`config.mk`:
```
export PLATFORM = sky130hd
export DESIGN_NAME = gol_generation_scheduler
export DESIGN_NICKNAME = d
export VERILOG_FILES = /design/src/rtl/gol_pkg.sv /design/src/rtl/gol_mem_arbiter.sv /design/src/rtl/gol_generation_scheduler.sv
export SDC_FILE = /design/constraint.sdc
export NUM_CORES = 1
export LEC_CHECK = 0
export BUFFER_PORTS_ARGS = -buffer_cell sky130_fd_sc_hd__buf_2
export CAP_MARGIN = 20
export CELL_PAD_IN_SITES_DETAIL_PLACEMENT = 1
export CELL_PAD_IN_SITES_GLOBAL_PLACEMENT = 1
export CORE_MARGIN = 3
export CORE_UTILIZATION = 35
export CTS_CLUSTER_SIZE = 12
export DETAILED_ROUTE_END_ITERATION = 6
export MAX_ROUTING_LAYER = met4
export PLACE_DENSITY_LB_ADDON = 0.1
export SYNTH_ARGS = -nofsm -noshare
export SYNTH_HDL_FRONTEND = slang
export SYNTH_SLANG_ARGS = --single-unit
```
`constraint.sdc`:
```
create_clock -name systemClk_125MHz -period 5.2 [get_ports systemClk_125MHz]
set_input_delay 0.78 -clock systemClk_125MHz [delete_from_list [all_inputs] [get_ports systemClk_125MHz]]
set_output_delay 0.78 -clock systemClk_125MHz [all_outputs]
set_load 0.02 [all_outputs]
```
`src/rtl/gol_pkg.sv`:
```
// Shared types and defaults for the Game-of-Life generation scheduler.
package gol_pkg;

  typedef enum logic [1:0] {
    IDLE      = 2'd0,
    START     = 2'd1,
    BUSY      = 2'd2,
    SWAP_WAIT = 2'd3
  } genState_t;

  localparam logic GEN_EVOLVE = 1'b0;
  localparam logic GEN_CLEAR  = 1'b1;

  localparam int unsigned DEFAULT_SPEED_W        = 6;
  localparam int unsigned DEFAULT_GEN_CNT_W      = 16;
  localparam int unsigned DEFAULT_TIMEOUT_CYCLES = 2000000;

endpackage

```
`src/rtl/gol_mem_arbiter.sv`:
```
// Registered two-requester cell-memory arbiter; the display reader has fixed priority.
module gol_mem_arbiter (
  input  logic clk,
  input  logic rst_n,
  input  logic dispReq,
  input  logic engReq,
  output logic dispGnt,
  output logic engGnt
);

  always_ff @(posedge clk or negedge rst_n) begin
    if (!rst_n) begin
      dispGnt <= 1'b0;
      engGnt  <= 1'b0;
    end else begin
      dispGnt <= dispReq;
      engGnt  <= engReq & ~dispReq;
    end
  end

endmodule

```
`src/rtl/gol_generation_scheduler.sv`:
```
// Schedules Game-of-Life generations against VGA vertical blanking and swaps buffers in blanking.
// Optional engine watchdog enabled by defining GOL_GEN_TIMEOUT_EN.
module gol_generation_scheduler
  import gol_pkg::*;
#(
  parameter int unsigned SPEED_W        = DEFAULT_SPEED_W,
  parameter int unsigned GEN_CNT_W      = DEFAULT_GEN_CNT_W,
  parameter int unsigned TIMEOUT_CYCLES = DEFAULT_TIMEOUT_CYCLES
) (
  input  logic                 systemClk_125MHz,
  input  logic                 rst,
  input  logic                 vBlank,
  input  logic                 runEn,
  input  logic                 stepReq,
  input  logic                 clearReq,
  input  logic [SPEED_W-1:0]   speed,
  output logic                 genStart,
  output logic                 genMode,
  input  logic                 genDone,
  output logic                 frontSel,
  output logic [GEN_CNT_W-1:0] genCount,
  output logic                 busy,
  input  logic                 dispReq,
  input  logic                 engReq,
  output logic                 dispGnt,
  output logic                 engGnt,
  output logic                 errFlag
);

  localparam int unsigned DivW = SPEED_W + 1;

  genState_t          state;
  genState_t          stateNext;
  logic               vbPrev;
  logic               vbEdge;
  logic [SPEED_W-1:0] frameCnt;
  logic               clearPend;
  logic               stepPend;
  logic               clearAny;
  logic               stepAny;
  logic [DivW-1:0]    speedEff;
  logic               divHit;
  logic               trigger;
  logic               trigMode;
  logic               timeoutHit;

  assign vbEdge   = vBlank & ~vbPrev;
  assign clearAny = clearPend | clearReq;
  assign stepAny  = stepPend | stepReq;
  assign speedEff = (speed == '0) ? DivW'(1) : DivW'(speed);
  assign divHit   = runEn & vbEdge & ((DivW'(frameCnt) + DivW'(1)) >= speedEff);

`ifdef GOL_GEN_TIMEOUT_EN
  localparam int unsigned ToW = (TIMEOUT_CYCLES < 2) ? 1 : $clog2(TIMEOUT_CYCLES);

  logic [ToW-1:0] toCnt;

  // Watchdog counts BUSY cycles; a genDone on the limit cycle still wins.
  assign timeoutHit = (state == BUSY) && !genDone && (toCnt == ToW'(TIMEOUT_CYCLES - 1));

  always_ff @(posedge systemClk_125MHz or negedge rst) begin
    if (!rst) begin
      toCnt   <= '0;
      errFlag <= 1'b0;
    end else begin
      if (state != BUSY) begin
        toCnt <= '0;
      end else if (!timeoutHit) begin
        toCnt <= toCnt + ToW'(1);
      end
      if (timeoutHit) begin
        errFlag <= 1'b1;
      end
    end
  end
`else
  assign timeoutHit = 1'b0;
  assign errFlag    = 1'b0;
`endif

  always_comb begin
    stateNext = state;
    trigger   = 1'b0;
    trigMode  = GEN_EVOLVE;
    case (state)
      IDLE: begin
        if (clearAny) begin
          trigger   = 1'b1;
          trigMode  = GEN_CLEAR;
          stateNext = START;
        end else if (stepAny || divHit) begin
          trigger   = 1'b1;
          stateNext = START;
        end
      end
      START: stateNext = BUSY;
      BUSY: begin
        if (genDone) begin
          stateNext = SWAP_WAIT;
        end else if (timeoutHit) begin
          stateNext = IDLE;
        end
      end
      SWAP_WAIT: begin
        if (vbEdge) begin
          stateNext = IDLE;
        end
      end
      default: stateNext = IDLE;
    endcase
  end

  always_ff @(posedge systemClk_125MHz or negedge rst) begin
    if (!rst) begin
      state    <= IDLE;
      vbPrev   <= 1'b0;
      genStart <= 1'b0;
      genMode  <= GEN_EVOLVE;
      busy     <= 1'b0;
    end else begin
      state    <= stateNext;
      vbPrev   <= vBlank;
      genStart <= trigger;
      busy     <= (stateNext != IDLE);
      if (trigger) begin
        genMode <= trigMode;
      end
    end
  end

  // Frame divider only advances while idling in free-run mode.
  always_ff @(posedge systemClk_125MHz or negedge rst) begin
    if (!rst) begin
      frameCnt <= '0;
    end else if (trigger || !runEn || clearReq) begin
      frameCnt <= '0;
    end else if ((state == IDLE) && vbEdge) begin
      frameCnt <= frameCnt + SPEED_W'(1);
    end
  end

  // Single-entry request latches; a clear always supersedes a step.
  always_ff @(posedge systemClk_125MHz or negedge rst) begin
    if (!rst) begin
      clearPend <= 1'b0;
      stepPend  <= 1'b0;
    end else if (trigger) begin
      clearPend <= 1'b0;
      stepPend  <= 1'b0;
    end else if (clearReq) begin
      clearPend <= 1'b1;
      stepPend  <= 1'b0;
    end else if (stepReq && !clearPend) begin
      stepPend <= 1'b1;
    end
  end

  // Buffer swap and generation bookkeeping happen only at the start of blanking.
  always_ff @(posedge systemClk_125MHz or negedge rst) begin
    if (!rst) begin
      frontSel <= 1'b0;
      genCount <= '0;
    end else if ((state == SWAP_WAIT) && vbEdge) begin
      frontSel <= ~frontSel;
      genCount <= (genMode == GEN_CLEAR) ? '0 : genCount + GEN_CNT_W'(1);
    end
  end

  gol_mem_arbiter u_arb (
    .clk     (systemClk_125MHz),
    .rst_n   (rst),
    .dispReq (dispReq),
    .engReq  (engReq),
    .dispGnt (dispGnt),
    .engGnt  (engGnt)
  );

endmodule
```
**Word-level counts from Yosys, hierarchy flattened**

Cells that the tools add are included.

- Div/mod/pow operators: 0
- Magnitude comparators: 1
- Multiply operators: 0
- Mux-type cells: 19
- Shift operators: 0
- $add $sub $neg: 3
- Bitwise operators: 9
- Reduce and logical (&&, ||, !) cells: 14
- Equal/unequal tests: 3

Operators by type and width:

| kind | count |
|---|---|
| $mux W6 | 3 |
| $add A16 B1 Y16 const B | 1 |
| $mux W16 | 1 |
| $mux W1 | 10 |
| $mux W2 | 4 |
| $pmux W2 S4 | 1 |
| $add A6 B1 Y7 const B | 1 |
| $ge A7 B6 Y1 | 1 |
| $add A6 B1 Y6 const B | 1 |
| $logic_not A6 Y1 | 1 |
| $reduce_bool A2 Y1 | 3 |
| $and A1 B1 Y1 | 4 |
| $eq A2 B2 Y1 const B | 2 |
| $logic_and A1 B1 Y1 | 3 |
| $logic_or A1 B1 Y1 | 3 |
| $not A1 Y1 | 3 |
| $reduce_bool A3 Y1 | 1 |
| $eq A2 B1 Y1 const B | 1 |
| $logic_not A1 Y1 | 2 |
| $logic_not A2 Y1 | 1 |
| $or A1 B1 Y1 | 2 |

- RAM bits: 0
- Word-level logic and storage cells: 61
- Input bits: 15
- Bits in latches: 0
- Output and inout bits: 23
- Memories: 0
- Register bits: 33
- ROM bits: 0

**Logic depth before layout (Yosys ltp)**

Gate-level depths: netlist of run 1.

- Word-level depth: 11
- Gate-level depth with buffers: 9
- Depth with buffers taken out: 9

**Hierarchy**

A second synthesis of run 1 with hierarchy kept.

- Cell total of the unflattened synthesis: 183
- Area total of the unflattened synthesis: 1,788.0 um^2

Modules (own cells, without submodules):

| module | cells each | sequential area each (um^2) | area an instance (um^2) | instances |
|---|---|---|---|---|
| gol_generation_scheduler | 180 | 775.7 | 1,724.2 | 1 |
| gol_mem_arbiter | 3 | 50.0 | 63.8 | 1 |

**Worst setup path before layout of run 1**

OpenSTA, ideal clock, no wires.

- Kind: input to register
- From: input speed[1]
- To: register state[0]
- Data arrival time: 2.315 ns
- Library setup time: 0.131 ns
- Cell stages on the path: 8
- Buffers on the path: 0
- Slack: 2.753 ns
- Data required time: 5.069 ns
- Cell sequence: nor3_1 -> a31o_2 -> ha_1 -> nor2b_1 -> o21ai_0 -> a41oi_1 -> nor2_1 -> or3b_1

- Longest elaborated chain between the ends: 8

Ends and longest elaborated chain:

| element | line | RTL |
|---|---|---|
| start, declared | gol_generation_scheduler.sv:16 | `input logic [SPEED_W-1:0] speed,` |
| $logic_not A6 Y1 | gol_generation_scheduler.sv:50 | `assign speedEff = (speed == '0) ? DivW'(1) : DivW'(speed);` |
| $mux W6 (*) | gol_generation_scheduler.sv:50 |  |
| $ge A7 B6 Y1 (*) | gol_generation_scheduler.sv:51 | `assign divHit = runEn & vbEdge & ((DivW'(frameCnt) + DivW'(1)) >= speedEff);` |
| $and A1 B1 Y1 (*) | gol_generation_scheduler.sv:51 |  |
| $logic_or A1 B1 Y1 (*) | gol_generation_scheduler.sv:91 | `end else if (stepAny \|\| divHit) begin` |
| $mux W2 (*) | gol_generation_scheduler.sv:91 |  |
| $mux W2 (*) | gol_generation_scheduler.sv:87 | `if (clearAny) begin` |
| $pmux W2 S4 (*) | gol_generation_scheduler.sv:85 | `case (state)` |
| named net stateNext[0] | gol_generation_scheduler.sv:33 | `genState_t stateNext;` |
| end signal, assigned | gol_generation_scheduler.sv:121 | `state <= stateNext;` |
| end, declared | gol_generation_scheduler.sv:32 | `genState_t state;` |

The timed path passes the listed nets; every way through them passes the cells marked *.
A chain may end at the register's enable or synchronous reset.

**Worst setup path in the final report of run 1**

- From: register frameCnt[0]
- To: register state[0]

- Longest elaborated chain between the ends: 7

Ends and longest elaborated chain:

| element | line | RTL |
|---|---|---|
| start, declared | gol_generation_scheduler.sv:36 | `logic [SPEED_W-1:0] frameCnt;` |
| start signal, assigned | gol_generation_scheduler.sv:138 | `frameCnt <= frameCnt + SPEED_W'(1);` |
| $add A6 B1 Y7 | gol_generation_scheduler.sv:51 |  |
| $ge A7 B6 Y1 | gol_generation_scheduler.sv:51 |  |
| $and A1 B1 Y1 | gol_generation_scheduler.sv:51 |  |
| $logic_or A1 B1 Y1 | gol_generation_scheduler.sv:91 |  |
| $mux W2 | gol_generation_scheduler.sv:91 |  |
| $mux W2 | gol_generation_scheduler.sv:87 |  |
| $pmux W2 S4 | gol_generation_scheduler.sv:85 |  |
| named net stateNext[0] | gol_generation_scheduler.sv:33 |  |

The timed path passes the listed nets, and every way through them passes these cells.

==> metrics.txt, run 1 <==
Starting Density 37.24%; Crit Path Category reg -> reg; Leak 1.048 nW; setup slack, reg-to-reg 2.47 ns; Port-buffer cells 36; area share of fa/ha/maj cells after synthesis 5.544%; Worst Path Required 5.36 ns; first-pass GRT wire length 7514 µm; Simple-Gate Fraction of Synth Area 25.29%; Avg Inst Size Synth 9.307 µm²; # rows 25; mux contribution to synthesized area 1.733%; setup bufs post-CTS 0; Slew Limit Fails 0; post-synthesis xor/xnor area fraction 5.336%; pwr/cell area 289.8 nW/µm²; Worst-Skew Late Latency 0.28 ns; number of synthesized flops with an enable pin 0; gpl congestion 0.8381; Cell variety after synth 40; RSZ-0062 raised after global routing false; fin area 2128 µm²; Clock Tree Buf Depth 2; DRC 0; status finished clean; Syn-to-layout area delta 17.88%; compound-cell area share of the yosys netlist 12.06%; CP Cell Sequence ha_1 > nand3_1 > xnor2_1 > ha_1 > a21oi_1 > o221ai_1 > a41oi_1 > nor2_1 > or3b_1; Synth Net Count 217; routed wire length 4275 µm; Worst setup EP type register; post-route insts no fill 300; grt total ovfl 0; Synth warnings 0; Least-Margin Pin Slew 0.7478 ns; H-tree levels 2; FF-to-FF Start frameCnt[0]; Slew Limit Headroom 50.15%; pin count of the biggest net entering global routing 34; CP max FO 5; Max-cap violations 0; vias per cell 5.210; synthesized area 1805 µm²; Die H 77.82 µm; post-synthesis sequential area ratio 45.74%; TNS Setup 0 ns; ant diodes 0; Fmax 365.9 MHz; Mapped Cells 194; Area contributors post-synth dfrtp_1, ha_1, nor2_1; Tcrit/Tclk final 52.56%; post-synth top area share 45.74%; asr flop ratio synth 100.0%; DRT iter0 DRCs 48; core area 4848 µm²; Yosys reg bits 33; TritonRoute pass-1 iters 4; vias in the first global route 1579; Core Util, Final 43.90%; DIE WIDTH 77.82 µm; end point of the critical path state[0]; placed cell count 292; worst r2r path cells 9; Most Frequent Cell on Critical Path ha_1; initial antenna violation count 0; final setup fails 0; cell taking the most area after synthesis dfrtp_1; Resized cells post-CTS 0; fin nets 256; hold_buf cts 0; slowest CP cell dfrtp_1; Post-DP Area 2037 µm²; crit-path max cell delay 0.44 ns; Hold Crit Class reg -> reg; Reg-to-Reg End state[0]; total track usage 15.71%; largest family of logic cells by synthesized area simple AND/OR/NAND/NOR gates; Arrival @ worst endpoint 2.89 ns; cts bufs inserted 5; per-cell routed wire length 14.25 µm; crit start category register; Setup crit start frameCnt[0]; Sink Count 33; Layout Skew 0.006736 ns; boundary pin count 38; Post-synth top flop dfrtp_1; Hold Vio Cnt, Final 0; routed via count 1563; # fillers 571; fraction of layout instances using a drive strength above 1 21.03%; fin crit period 2.733 ns; Detail Route Antenna Nets 0; worst hold slack 0.4646 ns; Worst VDD drop 0.1957 mV; DIE AREA 6056 µm²; Detail Placement HPWL 3303 µm; Clk Tree Root Cell clkbuf_8; CTS tree done; clk slew on worst S/H paths 0.07 ns
==> layout by cell type (no fill, tap or decap) <==
| cell | instances |
|---|---|
| a21o_1 | 1 |
| a21oi_1 | 12 |
| a22o_1 | 1 |
| a31o_2 | 1 |
| a41o_1 | 1 |
| a41oi_1 | 1 |
| and3_1 | 4 |
| and4_1 | 1 |
| buf_2 | 37 |
| clkbuf_1 | 1 |
| clkbuf_8 | 6 |
| conb_1 | 1 |
| dfrtp_1 | 33 |
| ha_1 | 8 |
| inv_1 | 11 |
| mux2_2 | 1 |
| mux2i_1 | 2 |
| nand2_1 | 20 |
| nand2b_1 | 4 |
| nand3_1 | 8 |
| nand3b_1 | 2 |
| nand4_2 | 1 |
| nand4b_4 | 1 |
| nor2_1 | 23 |
| nor2b_1 | 2 |
| nor3_1 | 8 |
| nor4_1 | 5 |
| nor4_4 | 1 |
| o211ai_1 | 1 |
| o21ai_0 | 13 |
| o221ai_1 | 1 |
| o31ai_1 | 2 |
| o41ai_1 | 2 |
| or2_1 | 1 |
| or2_2 | 1 |
| or3_1 | 3 |
| or3b_1 | 1 |
| xnor2_1 | 8 |
| xor2_1 | 3 |
==> cells in the mapped netlist, types with 3 or more instances <==
cell type,instances
or3_1,3
inv_1,11
nand2_1,20
nand2b_1,4
xnor2_1,8
nor3_1,8
nand3_1,8
xor2_1,3
and3_1,4
o21ai_0,13
a21oi_1,12
ha_1,8
nor2_1,23
nor4_1,5
dfrtp_1,33
==> per-stage QoR <==
step                      setup slack [ns]  power [mW]
after floorplan                      2.753      0.3842
after global placement               2.458      0.4244
after detailed placement             2.397      0.4287
after CTS                            2.449      0.6261
after global routing                 2.125      0.6565
final                                2.467      0.6167
==> worst min path at each step <==
| stage | startpoint | endpoint | cells after the start |
|---|---|---|---|
| 2_1_floorplan | stepPend | genMode | 1 |
| 6_report | frontSel | frontSel | 1 |
| 5_1_grt | frontSel | frontSel | 1 |
| 3_3_place_gp | frontSel | frontSel | 1 |
| 4_1_cts | frontSel | frontSel | 1 |
| 3_5_place_dp | frontSel | frontSel | 1 |
==> flip-flops by register name, indices dropped and copies added, names as in the netlist <==
name / cells
busy: 1
u_arb.dispGnt: 1
genStart: 1
frontSel: 1
stepPend: 1
genMode: 1
state: 2
frameCnt: 6
vbPrev: 1
u_arb.engGnt: 1
clearPend: 1
genCount: 16
==> critical path, delay by kind of cell (launching register included) <==
kind | cells | cell delay [ns]
and+or+nand+nor | 3 | 0.77
AOI/OAI and AO/OA | 3 | 0.64
adders and majority gates | 2 | 0.59
DFF | 1 | 0.44
xor gates and xnor gates | 1 | 0.18
==> area by class of cell <==
type	instances	area [µm²]	share of cell area (%)
timing repair buffer	37	185.2	8.701
inverter	11	41.29	1.940
clock buffer	7	86.33	4.056
sequential	33	825.8	38.80
multi-input combinational	145	905.9	42.56
tap	67	83.83	3.939
==> kinds of logic (layout without fill, tap and decap cells) <==
group / Yosys count / count (layout)
flip-flops: 33 / 33
other: 1 / 1
XOR/XNOR: 11 / 11
multiplexers: 3 / 3
buffers and inverters: 16 / 55
AND/OR/NAND/NOR: 86 / 86
AO/OA/AOI/OAI: 36 / 36
adder cells (fa/ha/maj): 8 / 8
==> power breakdown <==
part	switching [mW]	leakage [nW]	total (mW)	internal, mW
Combinational	0.0705	0.571	0.112	0.0413
Clock	0.0896	0.0443	0.195	0.105
Sequential	0.0278	0.433	0.310	0.282
==> per-layer routing <==
layer,up-vias,GRT usage [%],wire length [µm]
met1,775,19.71,2011
met5,-,-,0
met2,28,24.83,2044
met3,5,3.596,174
li1,755,-,-
met4,0,5.516,44
Note: power is estimated with default switching activity, not from simulation.
==> run 2: changes to the inputs <==
==> constraint.sdc (replaced) <==
create_clock -name systemClk_125MHz -period 2.4 [get_ports systemClk_125MHz]
set_input_delay 0.36 -clock systemClk_125MHz [delete_from_list [all_inputs] [get_ports systemClk_125MHz]]
set_output_delay 0.36 -clock systemClk_125MHz [all_outputs]
set_load 0.02 [all_outputs]
==> metrics.txt, run 2 (synthesis results as in run 1) <==
Worst Path Required 2.56 ns (was 5.36 ns); DIE AREA 6056 µm² (unchanged); most frequent cells in the layout buf_2, dfrtp_1, nor2_1, nand2_1, o21ai_0 (unchanged); post-route insts no fill 311 (was 300); DRT iter0 DRCs 69 (was 48); Core Util, Final 46.55% (was 43.90%); Layout Skew 0.005115 ns (was 0.006736 ns); # fillers 597 (was 571); Total Power 1.338 mW (was 0.6167 mW); CP max FO 6 (was 5); vias in the first global route 1629 (was 1579); Detail Route Antenna Nets 0 (unchanged); Port-buffer cells 36 (unchanged); Slew Limit Headroom 49.72% (was 50.15%); commonest non-fill, non-tap cell in the layout buf_2 (unchanged); Worst VDD drop 0.3730 mV (was 0.1957 mV); Leak 1.104 nW (was 1.048 nW); post-place setup slack -0.09305 ns (was 2.397 ns); Least-Margin Pin Slew 0.7542 ns (was 0.7478 ns); crit start category register (unchanged); Fmax 432.0 MHz (was 365.9 MHz); Final WS setup 0.08520 ns (was 2.467 ns); Arrival @ worst endpoint 2.47 ns (was 2.89 ns); initial antenna violation count 0 (unchanged); vias per cell 5.100 (was 5.210); Sink Count 33 (unchanged); ant diodes 0 (unchanged); routed via count 1586 (was 1563); CTS tree done (unchanged); Worst-Skew Late Latency 0.28 ns (about the same); TritonRoute pass-1 iters 4 (unchanged); Detail Placement HPWL 3488 µm (was 3303 µm); placed cell count 297 (was 292); pin count of the biggest net entering global routing 34 (unchanged); fin crit period 2.315 ns (was 2.733 ns); Clock Tree Buf Depth 2 (unchanged); Syn-to-layout area delta 25.02% (was 17.88%); FF-to-FF Start frameCnt[2] (was frameCnt[0]); clk slew on worst S/H paths 0.07 ns (about the same); Slew Limit Fails 0 (unchanged); worst r2r path cells 10 (was 9); routed wire length 4804 µm (was 4275 µm); Starting Density 37.24% (unchanged); crit-path max cell delay 0.50 ns (was 0.44 ns); Hold Crit Class in -> async (was reg -> reg); Reg-to-Reg End state[0] (unchanged); # rows 25 (unchanged); DIE WIDTH 77.82 µm (unchanged); CP Cell Sequence nand3_2 > buf_4 > xnor2_1 > ha_1 > a21oi_1 > o221ai_1 > a41oi_1 > buf_4 > nor2_2 > or3b_1 (was ha_1 > nand3_1 > xnor2_1 > ha_1 > a21oi_1 > o221ai_1 > a41oi_1 > nor2_1 > or3b_1); per-cell routed wire length 15.45 µm (was 14.25 µm); core area 4848 µm² (unchanged); DRC 0 (unchanged); status finished clean (unchanged); setup slack, reg-to-reg 0.09 ns (was 2.47 ns); grt total ovfl 0 (unchanged); slowest CP cell dfrtp_1 (unchanged); gpl congestion 0.8469 (was 0.8381); Crit Path Category reg -> reg (unchanged); first-pass GRT wire length 7762 µm (was 7514 µm); boundary pin count 38 (unchanged); Most Frequent Cell on Critical Path buf_4 (was ha_1); fraction of layout instances using a drive strength above 1 27.46% (was 21.03%); Largest regs genCount x16, frameCnt x6, state x2 (unchanged); TNS Setup 0 ns (unchanged); Max-cap violations 0 (unchanged); number of flip-flops in the largest register 16 (unchanged); total track usage 16.60% (was 15.71%); Hold Vio Cnt, Final 0 (unchanged); Die H 77.82 µm (unchanged); cts bufs inserted 5 (unchanged); H-tree levels 2 (unchanged); largest register by flop count genCount (unchanged); final setup fails 0 (unchanged); Tcrit/Tclk final 96.45% (was 52.56%); Setup crit start frameCnt[2] (was frameCnt[0]); Clk Tree Root Cell clkbuf_8 (unchanged); pwr/cell area 592.9 nW/µm² (was 289.8 nW/µm²); fin nets 266 (was 256); Worst setup EP type register (unchanged)
-- run 2: changes by cell type in the layout (fill, tap and decap cells not counted), moves of 2 or more --
cell / delta
clkinv_2: +2
nand3_1: -2
buf_4: +10
nor2_1: -2
-- run 2: what timing repair did --
item                       CTS  global route
buffers inserted             2             4
resized for setup            2            10
pin swaps                    0             5
setup endpoints to repair    6             7
hold buffers                 0             0
-- run 2: worst max-delay path: cells and delay by family (launching register included) --
| family | cells | cell delay, ns |
|---|---|---|
| adder cells (fa/ha/maj) | 1 | 0.20 |
| XOR/XNOR | 1 | 0.12 |
| AND/OR/NAND/NOR | 3 | 0.58 |
| buffers and inverters | 2 | 0.35 |
| flip-flops | 1 | 0.50 |
| AO/OA/AOI/OAI | 3 | 0.44 |
-- run 2: where the power goes --
part           leakage, nW  total [mW]  internal (mW)  switching [mW]
Combinational        0.628       0.264          0.102           0.161
Sequential           0.431       0.672          0.612          0.0603
Clock               0.0450       0.402          0.201           0.201
-- run 2: per-layer routing --
layer	routed length (µm)	part of all wire [%]	global-route usage, %
met1	2097	44	20.19
met2	2462	51	27.57
met3	186	3.9	3.712
met4	58	1.2	4.804
met5	0	0	-
-- run 2: worst max-delay path by stage --
stage,end,slack [ns],cells past startpoint
finish,state[0],0.09,10
global route,state[0],-0.06,10
CTS,state[0],0.002,10
detailed placement,state[0],-0.09,10
global placement,state[0],0.04,10
floorplan,state[0],0.03,9
-- run 2: area by class of cell --
cell class | instances | area [µm²] | share of cell area (%)
multi-input cells | 145 | 955.9 | 42.35
flip-flops and latches | 33 | 827.0 | 36.64
repair buffers | 47 | 266.5 | 11.81
well taps | 67 | 83.83 | 3.714
clock buffers | 6 | 72.57 | 3.215
inverters | 11 | 41.29 | 1.829
clock inverters | 2 | 10.01 | 0.4435
-- run 2: per-stage QoR --
| stage | hold WS, ns | instance area, µm² |
|---|---|---|
| after floorplan | 0.06441 | 1805 |
| after detailed placement | 0.4614 | 2074 |
| after global routing | 0.1768 | 2257 |
| after global placement | 0.4556 | 2074 |
| after CTS | 0.1673 | 2180 |
| final | 0.1428 | 2257 |
==> run 3: changes to the inputs <==
--- a/config.mk
+++ b/config.mk
@@ -7,14 +7,14 @@
 export LEC_CHECK = 0
 export BUFFER_PORTS_ARGS = -buffer_cell sky130_fd_sc_hd__buf_2
 export CAP_MARGIN = 20
-export CELL_PAD_IN_SITES_DETAIL_PLACEMENT = 1
+export CELL_PAD_IN_SITES_DETAIL_PLACEMENT = 0
 export CELL_PAD_IN_SITES_GLOBAL_PLACEMENT = 1
 export CORE_MARGIN = 3
 export CORE_UTILIZATION = 35
 export CTS_CLUSTER_SIZE = 12
 export DETAILED_ROUTE_END_ITERATION = 6
 export MAX_ROUTING_LAYER = met4
-export PLACE_DENSITY_LB_ADDON = 0.1
+export PLACE_DENSITY = 0.83
 export SYNTH_ARGS = -nofsm -noshare
 export SYNTH_HDL_FRONTEND = slang
 export SYNTH_SLANG_ARGS = --single-unit
==> metrics.txt, run 3 (synthesis results as in run 1) <==
routed wire length 4048 µm (was 4804 µm); Largest regs genCount x16, frameCnt x6, state x2 (unchanged); Clock Tree Buf Depth 2 (unchanged); Worst-Skew Late Latency 0.28 ns (about the same); gpl congestion 0.7774 (was 0.8469); Sink Count 33 (unchanged); TritonRoute pass-1 iters 4 (unchanged); clk slew on worst S/H paths 0.07 ns (about the same); boundary pin count 38 (unchanged); initial antenna violation count 0 (unchanged); DIE AREA 6056 µm² (unchanged); per-cell routed wire length 13.06 µm (was 15.45 µm); Max-cap violations 0 (unchanged); most frequent cells in the layout buf_2, dfrtp_1, nor2_1, nand2_1, o21ai_0 (unchanged); crit start category register (unchanged); Layout Skew 0.005597 ns (was 0.005115 ns); status finished clean (unchanged); final setup fails 0 (unchanged); Port-buffer cells 36 (unchanged); Core Util, Final 47.33% (was 46.55%); core area 4848 µm² (unchanged); RSZ-0062 raised after global routing true; Fmax 433.9 MHz (was 432.0 MHz); worst hold slack 0.1543 ns (was 0.1428 ns); post-place setup slack -0.07202 ns (was -0.09305 ns); P_sw 0.4117 mW (was 0.4228 mW); Worst setup EP type register (unchanged); Sequential Power Share 49.7% (was 50.3%); CP max FO 5 (was 6); switch share 30.40% (was 31.59%); placed cell count 298 (was 297); Syn-to-layout area delta 27.10% (was 25.02%); Internal 0.9424 mW (was 0.9154 mW); Detail Placement HPWL 2830 µm (was 3488 µm); DIE WIDTH 77.82 µm (unchanged); commonest non-fill, non-tap cell in the layout buf_2 (unchanged); CTS tree done (unchanged); Die H 77.82 µm (unchanged); Detail Route Antenna Nets 0 (unchanged); Arrival @ worst endpoint 2.46 ns (was 2.47 ns); Clk Tree Root Cell clkbuf_8 (unchanged); Hold Vio Cnt, Final 0 (unchanged); largest register by flop count genCount (unchanged); TNS Setup 0 ns (unchanged); Final WS setup 0.09506 ns (was 0.08520 ns); # rows 25 (unchanged); Logic pwr share 19.3% (was 19.7%); Leak 1.106 nW (was 1.104 nW); Worst VDD drop 0.2869 mV (was 0.3730 mV); cts bufs inserted 5 (unchanged); H-tree levels 2 (unchanged); Tcrit/Tclk final 96.04% (was 96.45%); grt total ovfl 0 (unchanged); Crit Path Category reg -> reg (unchanged); fin nets 266 (unchanged); vias in the first global route 1460 (was 1629); routed via count 1529 (was 1586); pin count of the biggest net entering global routing 34 (unchanged); vias per cell 4.932 (was 5.100); number of flip-flops in the largest register 16 (unchanged); Slew Limit Headroom 48.99% (was 49.72%); fraction of layout instances using a drive strength above 1 30.04% (was 27.46%); Slew Limit Fails 0 (unchanged); Starting Density 37.24% (unchanged); DRT iter0 DRCs 92 (was 69); Least-Margin Pin Slew 0.7651 ns (was 0.7542 ns); first-pass GRT wire length 6824 µm (was 7762 µm); post-route insts no fill 310 (was 311); power share of the clock group 31.0% (was 30.0%); DRC 0 (unchanged); ant diodes 0 (unchanged); total track usage 14.55% (was 16.60%); fin crit period 2.305 ns (was 2.315 ns); Hold Crit Class in -> async (unchanged); Worst Path Required 2.56 ns (about the same); pwr/cell area 590.1 nW/µm² (was 592.9 nW/µm²)
## run 3: cell types whose count changed in the layout (fill, tap and decap cells not counted), sizes merged
cell    delta
clkbuf     +1
clkinv     -2
## run 3: critical path: stages, from the launching register on
cell and delay (ns):
dfrtp_1 0.43, ha_4 0.19, nand3_4 0.08, xnor2_2 0.14, ha_1 0.30, a21oi_2 0.16, o221ai_2 0.11, a41oi_2 0.21
buf_4 0.16, nor2_4 0.05, or3b_1 0.34
## run 3: final timing paths
kind                                  start       endpoint  slack (ns)  cells past startpoint
worst max-delay path            frameCnt[1]       state[0]         0.1                     10
worst min-delay path                    rst    genCount[5]        0.15                      1
worst max register to register  frameCnt[1]       state[0]         0.1                     10
worst min register to register     frontSel       frontSel        0.47                      1
max in group asynchronous               rst    frameCnt[3]        1.72                      1
min in group systemClk_125MHz       dispReq  u_arb.dispGnt        0.20                      1
## run 3: metrics by stage
stage	power (mW)	instance area, µm²
floorplan	0.8325	1805
detailed placement	0.9296	2082
global route	1.441	2295
CTS	1.361	2178
finish	1.354	2295
global placement	0.9265	2082
## run 3: final cells by class
cell class                      count  area (µm²)
Timing Repair Buffer               47       262.8
Sequential cell                    33       828.3
Fill cell                         467        2554
Inverter                           11       41.29
Clock buffer                        7       86.33
Tap cell                           67       83.83
Multi-Input combinational cell    145       992.2
## run 3: routing by layer
| layer | global-route usage (%) | up-vias | wire, µm | share of wire, % |
|---|---|---|---|---|
| li1 | - | 773 | - | - |
| met1 | 18.94 | 720 | 1896 | 47 |
| met2 | 21.49 | 31 | 1923 | 48 |
| met5 | - | - | 0 | 0 |
| met4 | 5.338 | 0 | 65 | 1.6 |
| met3 | 4.176 | 5 | 162 | 4.0 |
## run 3: power by group through the flow
stage / Combinational [mW] / Clock (mW) / Sequential (mW)
after floorplan: 0.129 / 0 / 0.703
after global placement: 0.247 / 0 / 0.680
after detailed placement: 0.251 / 0 / 0.678
after CTS: 0.252 / 0.439 / 0.670
after global routing: 0.296 / 0.463 / 0.681
final: 0.262 / 0.419 / 0.673
## run 3: repair_timing
action	in CTS	in global routing
cloned	0	0
hold buffers	0	0
setup buffers	0	5
endpoints found under the setup margin	6	8
pin swaps	0	7
resized for setup	2	17
